File: src/rtl/npu_pkg.sv
// Shared NPU definitions: Q8.8 element width, derived beat/keep widths and the
// readout FSM state encoding.
package npu_pkg;

  localparam int Q88_WIDTH  = 16;
  localparam int BEAT_WIDTH = 2 * Q88_WIDTH;
  localparam int KEEP_WIDTH = BEAT_WIDTH / 8;

  typedef enum logic [1:0] {
    RD_IDLE = 2'd0,
    RD_RUN  = 2'd1,
    RD_DONE = 2'd2
  } readout_state_t;

endpackage

File: src/rtl/sync_fifo.sv
// Synchronous FIFO with occupancy count; exposes the two oldest entries so the
// consumer can pop one or two elements per cycle.
module sync_fifo #(
  parameter int WIDTH = 16,
  parameter int DEPTH = 4,
  localparam int AW = (DEPTH > 1) ? $clog2(DEPTH) : 1
) (
  input  logic             clk,
  input  logic             rst,
  input  logic             push,
  input  logic [WIDTH-1:0] wr_data,
  input  logic [1:0]       pop_n,
  output logic [WIDTH-1:0] rd_data0,
  output logic [WIDTH-1:0] rd_data1,
  output logic [AW:0]      count
);

  logic [WIDTH-1:0] mem [DEPTH];
  logic [AW-1:0]    wr_ptr;
  logic [AW-1:0]    rd_ptr;

  always_ff @(posedge clk) begin
    if (push) mem[wr_ptr] <= wr_data;
  end

  // DEPTH is a power of two, so pointer wrap is plain modular arithmetic.
  always_ff @(posedge clk) begin
    if (rst) begin
      wr_ptr <= '0;
      rd_ptr <= '0;
      count  <= '0;
    end else begin
      wr_ptr <= wr_ptr + AW'(push);
      rd_ptr <= rd_ptr + AW'(pop_n);
      count  <= count + (AW+1)'(push) - (AW+1)'(pop_n);
    end
  end

  assign rd_data0 = mem[rd_ptr];
  assign rd_data1 = mem[rd_ptr + AW'(1)];

endmodule

File: src/rtl/output_readout_ctrl.sv
// Output buffer readout: issues credit-limited reads, packs element pairs into
// AXI-Stream beats. Optional stall counter under OUTPUT_READOUT_STALL_CNT_EN.
// Handshake: a beat transfers on a rising clk edge with m_tvalid && m_tready;
// while m_tvalid is high and m_tready low, m_tdata/m_tkeep/m_tlast hold.
module output_readout_ctrl
  import npu_pkg::*;
#(
  parameter int DATA_WIDTH = Q88_WIDTH,
  parameter int ADDR_WIDTH = 8,
  parameter int SKID_DEPTH = 4
) (
  input  logic                      clk,
  input  logic                      rst,
  input  logic                      start,
  input  logic [ADDR_WIDTH-1:0]     base_addr,
  input  logic [ADDR_WIDTH:0]       length,
  output logic                      busy,
  output logic                      done,
  output logic                      buf_rd_en,
  output logic [ADDR_WIDTH-1:0]     buf_rd_addr,
  input  logic [DATA_WIDTH-1:0]     buf_rd_data,
  input  logic                      buf_rd_valid,
  output logic [2*DATA_WIDTH-1:0]   m_tdata,
  output logic [2*DATA_WIDTH/8-1:0] m_tkeep,
  output logic                      m_tvalid,
  input  logic                      m_tready,
  output logic                      m_tlast
`ifdef OUTPUT_READOUT_STALL_CNT_EN
  ,
  output logic [15:0]               stall_cycles
`endif
);

  localparam int KW = 2 * DATA_WIDTH / 8;
  localparam int CW = $clog2(SKID_DEPTH) + 1;
  localparam int LW = ADDR_WIDTH + 1;

  readout_state_t state_q, state_d;

  logic [ADDR_WIDTH-1:0] base_q;
  logic [LW-1:0]         len_q;
  logic [LW-1:0]         issued_q;
  logic [LW-1:0]         popped_q;
  logic                  inflight_q;

  logic                  fifo_push;
  logic [1:0]            pop_n;
  logic [DATA_WIDTH-1:0] fifo_d0;
  logic [DATA_WIDTH-1:0] fifo_d1;
  logic [CW-1:0]         fifo_count;

  logic          start_acc;
  logic          beat_hs;
  logic          credit_ok;
  logic          reg_free;
  logic          load_full;
  logic          load_tail;
  logic [LW-1:0] elem_n;

  assign start_acc = (state_q == RD_IDLE) && start;
  assign beat_hs   = m_tvalid && m_tready;

  // A read in flight already owns a FIFO slot, so it counts against the credit.
  assign credit_ok = ({1'b0, fifo_count} + {{CW{1'b0}}, inflight_q}) < (CW+1)'(SKID_DEPTH);
  assign buf_rd_en   = (state_q == RD_RUN) && (issued_q < len_q) && credit_ok;
  assign buf_rd_addr = base_q + issued_q[ADDR_WIDTH-1:0];

  assign fifo_push = buf_rd_valid && (state_q == RD_RUN);

  assign reg_free  = !m_tvalid || m_tready;
  assign load_full = (state_q == RD_RUN) && reg_free && (fifo_count >= CW'(2));
  assign load_tail = (state_q == RD_RUN) && reg_free && (fifo_count == CW'(1)) &&
                     (popped_q == len_q - LW'(1));
  assign pop_n     = load_full ? 2'd2 : (load_tail ? 2'd1 : 2'd0);
  assign elem_n    = LW'(pop_n);

  sync_fifo #(
    .WIDTH (DATA_WIDTH),
    .DEPTH (SKID_DEPTH)
  ) u_fifo (
    .clk      (clk),
    .rst      (rst),
    .push     (fifo_push),
    .wr_data  (buf_rd_data),
    .pop_n    (pop_n),
    .rd_data0 (fifo_d0),
    .rd_data1 (fifo_d1),
    .count    (fifo_count)
  );

  always_comb begin
    state_d = state_q;
    busy    = (state_q != RD_IDLE);
    done    = (state_q == RD_DONE);
    unique case (state_q)
      RD_IDLE: if (start) state_d = (length == '0) ? RD_DONE : RD_RUN;
      RD_RUN:  if (beat_hs && m_tlast) state_d = RD_DONE;
      RD_DONE: state_d = RD_IDLE;
      default: state_d = RD_IDLE;
    endcase
  end

  always_ff @(posedge clk) begin
    if (rst) begin
      state_q    <= RD_IDLE;
      base_q     <= '0;
      len_q      <= '0;
      issued_q   <= '0;
      popped_q   <= '0;
      inflight_q <= 1'b0;
    end else begin
      state_q    <= state_d;
      inflight_q <= buf_rd_en;
      if (start_acc) begin
        base_q   <= base_addr;
        len_q    <= length;
        issued_q <= '0;
        popped_q <= '0;
      end else begin
        if (buf_rd_en) issued_q <= issued_q + LW'(1);
        popped_q <= popped_q + elem_n;
      end
    end
  end

  // Output register: refilled in the same cycle it hands off, so back-to-back beats need no bubble.
  always_ff @(posedge clk) begin
    if (rst) begin
      m_tvalid <= 1'b0;
      m_tdata  <= '0;
      m_tkeep  <= '0;
      m_tlast  <= 1'b0;
    end else if (load_full || load_tail) begin
      m_tvalid <= 1'b1;
      m_tdata  <= load_full ? {fifo_d1, fifo_d0} : {{DATA_WIDTH{1'b0}}, fifo_d0};
      m_tkeep  <= load_full ? {KW{1'b1}} : {{(KW/2){1'b0}}, {(KW/2){1'b1}}};
      m_tlast  <= (popped_q + elem_n) == len_q;
    end else if (m_tready) begin
      m_tvalid <= 1'b0;
    end
  end

`ifdef OUTPUT_READOUT_STALL_CNT_EN
  always_ff @(posedge clk) begin
    if (rst || start_acc) begin
      stall_cycles <= '0;
    end else if (m_tvalid && !m_tready && (stall_cycles != 16'hFFFF)) begin
      stall_cycles <= stall_cycles + 16'd1;
    end
  end
`endif

endmodule

File: config.mk
export PLATFORM = sky130hd
export DESIGN_NAME = output_readout_ctrl
export DESIGN_NICKNAME = d
export VERILOG_FILES = /design/src/rtl/npu_pkg.sv /design/src/rtl/sync_fifo.sv /design/src/rtl/output_readout_ctrl.sv
export SDC_FILE = /design/constraint.sdc
export NUM_CORES = 1
export LEC_CHECK = 0
export ABC_AREA = 1
export CELL_PAD_IN_SITES_DETAIL_PLACEMENT = 1
export CELL_PAD_IN_SITES_GLOBAL_PLACEMENT = 1
export CORE_ASPECT_RATIO = 1.2
export CORE_MARGIN = 3
export CORE_UTILIZATION = 35
export CTS_CLUSTER_DIAMETER = 60
export DETAILED_ROUTE_END_ITERATION = 16
export GPL_TIMING_DRIVEN = 0
export PLACE_DENSITY_LB_ADDON = 0.08
export SLEW_MARGIN = 25
export SYNTH_ARGS = -nofsm -noshare
export SYNTH_HDL_FRONTEND = slang
export SYNTH_SLANG_ARGS = --single-unit
File: constraint.sdc
create_clock -name clk -period 4 [get_ports clk]
set_input_delay 0.8 -clock clk [delete_from_list [all_inputs] [get_ports clk]]
set_output_delay 0.8 -clock clk [all_outputs]
set_load 0.005 [all_outputs]
==> impl_metrics.json <==
{
  "status": "finished clean",
  "hold_buffers": 0,
  "fin_cells": 1198,
  "antenna_found_initial": 0,
  "fin_skew_ps": 24.93,
  "final.period_utilization_pct": 90.34,
  "gp_congestion": 0.8221,
  "grt_pass1_wl_mm": 34.89,
  "cap_violations": 0,
  "initial_utilization_pct": 36.16,
  "synth.net_count": 881,
  "clockBufferDepth": 2,
  "fmax_mhz": 276.7,
  "routed_wl_mm": 21.81,
  "critical_path.most_common_cell": "nand2_1",
  "relSlewSlack_pct": 47.78,
  "worst_ir_drop_vdd_mv": 0.3279,
  "num_vias": 6078,
  "rows": 55,
  "p_leak_nw": 3.589,
  "fin_area_um2": 8828,
  "clkLatencyLatePin_ps": 430,
  "hold_path.class": "flip-flop to flip-flop",
  "placed_cell_area_um2": 8209,
  "core_area_um2": 19200,
  "final_core_util_pct": 45.98,
  "cts_tree": "built",
  "grtUsageTotal_pct": 20.61,
  "hpwl_mm": 16.64,
  "slowest_stage": "clkdlybuf4s50_1",
  "syn_to_final_growth_pct": 27.16,
  "hold_viol_final": 0,
  "drtPass1Iterations": 4,
  "drive_above_1_share_pct": 7.537,
  "drt_iter0_drc": 240,
  "holdWs_ps": 481.4,
  "cp.required_ps": 4350,
  "tightestPinTransition_ps": 779.0,
  "drc": 0,
  "synth-seq-area-share_pct": 51.04,
  "drt-wirelength-per-cell_um": 18.21,
  "layout_commonest_cell": "nand2_1",
  "io_pins": 87,
  "cts_sinks": 145,
  "start_kind": "input pin",
  "root_buffer": "clkbuf_16",
  "power.density_nw_per_um2": 456.7,
  "syn_area_um2": 6943,
  "crit_arrival_ps": 3960,
  "tns_ps": 0,
  "min_period_ps": 3613,
  "syn_inst": 816,
  "critPathMaxFanout": 10,
  "end_kind": "flip-flop",
  "cts.clk_slew.worst_paths_ps": 60,
  "grt_pass1_vias": 6589,
  "viasPerCell": 5.073,
  "seqCellArea_um2": 3543,
  "design.die.area_um2": 21570,
  "setup-violations-final": 0,
  "n_antenna_cell": 0,
  "cts_setup_buffers": 0,
  "async_flop_share_pct": 0,
  "synth_cell_type_count": 37,
  "syn_area_per_cell_um2": 8.508,
  "place_inst": 1166,
  "ys.flop_type": "dfxtp_1",
  "die_w_um": 134.6,
  "rsz0062_at_grt": "no",
  "htreeDepth": 4,
  "multi_input_area_um2": 2930,
  "layout_common_cells": "nand2_1, nor2_1, clkdlybuf4s50_1",
  "nFillCells": 2269,
  "yosys_register_bits": 145,
  "die_y_um": 160.3,
  "port-buffer-count": 85,
  "cts_buffers": 17,
  "yosysWarningCount": 0,
  "ant_nets": 0,
  "synth-edff-count": 64,
  "fin_nets": 994,
  "path_class": "input pin to flip-flop",
  "slowest_delay_ps": 520,
  "slew_violations": 0,
  "crit_chain": "clkdlybuf4s50_1 > nor2_1 > nor2_1 > nand2_1 > nor2_1 > nand3_1 > nor2_1 > nand3_2 > buf_2 > inv_2 > ha_1 > fa_2 > nand2_1 > inv_1 > nand2_1 > nand2_1 > nand2_1 > nand2_1 > nand3_1 > nor2_1 > nand3_1 > nand2_1 > inv_1 > nor2_1",
  "grt_overflow_total": 0,
  "ctsResizeCount": 0,
  "grt_max_degree": 17
}
==> cell type report <==
class	count	share of cell area (%)
Tap cell	256	3.628
Buffer	35	1.956
Sequential cell	145	40.14
Clock buffer	18	4.861
Inverter	87	3.699
Timing Repair Buffer	94	10.49
Multi-Input combinational cell	549	33.19
Clock inverter	14	2.041
==> path summary, 6_finish.rpt <==
check	endpoint	slack, ps	startpoint	depth (start not counted)
setup / recovery	m_tlast	390	m_tready	24
hold / removal	u_fifo.count[2]	480	u_fifo.count[2]	1
setup reg to reg	m_tlast	490	len_q[0]	26
hold reg to reg	u_fifo.count[2]	480	u_fifo.count[2]	1
==> where the power goes <==
part | internal (mW) | total (mW) | leakage [nW] | switching (mW)
Sequential | 1.63 | 1.69 | 1.24 | 0.0620
Clock | 0.993 | 1.66 | 0.292 | 0.671
Combinational | 0.295 | 0.680 | 2.06 | 0.385
==> synth_stat cells, types with 5 or more instances <==
cell type / number / share of area [%]
xor2_1: 14 / 1.8
o221ai_1: 14 / 1.8
buf_2: 9 / 0.65
o21ai_0: 28 / 2.0
nand3_1: 66 / 4.8
nand4_1: 5 / 0.45
nor3_1: 8 / 0.58
nor2_1: 104 / 5.6
a22oi_1: 12 / 1.3
edfxtp_1: 64 / 28
inv_1: 80 / 4.3
ha_1: 24 / 4.3
dfxtp_1: 81 / 23
nand2_1: 167 / 9.0
clkbuf_1: 17 / 0.92
o22ai_1: 16 / 1.4
a22o_1: 14 / 1.8
a21oi_1: 51 / 3.7
==> sequential cells by signal (all words and copies together), names as in the netlist <==
name	flops
m_tvalid	1
m_tdata	32
m_tkeep	2
inflight_q	1
issued_q	9
state_q	2
u_fifo.rd_ptr	2
m_tlast	1
u_fifo.mem	64
popped_q	9
base_q	8
u_fifo.count	3
len_q	9
u_fifo.wr_ptr	2
==> routing by layer <==
metal	global-route usage, %	part of all wire, %	up-vias	wire length [um]
met5	0	0	-	0
met4	5.833	1.3	0	289
met3	3.560	3.1	28	676
met2	38.61	54	109	11760
met1	23.85	42	2952	9084
li1	-	-	2989	-
==> kinds of logic after synthesis <==
family	count (synthesis)	share of synthesized area (%)
AOI/OAI and AO/OA	145	12.99
xor gates and xnor gates	18	2.271
adders and majority gates	27	5.190
buffers and inverters	122	7.190
DFF	145	51.04
and+or+nand+nor	359	21.32
==> worst max-delay path: cells and delay by family <==
family                   cells  cell delay [ps]
adder cells (fa/ha/maj)      2              500
buffers and inverters        5             1050
AND/OR/NAND/NOR             17             1580
==> stage by stage <==
| step | total power [mW] | worst slack [ps] |
|---|---|---|
| after detailed placement | 2.402 | -286.8 |
| after global placement | 2.377 | -197.6 |
| after floorplan | 2.087 | 1076 |
| after global routing | 4.230 | 89.79 |
| after CTS | 4.076 | 138.4 |
| final | 4.032 | 386.6 |
Power figures use the tool's default switching activity.
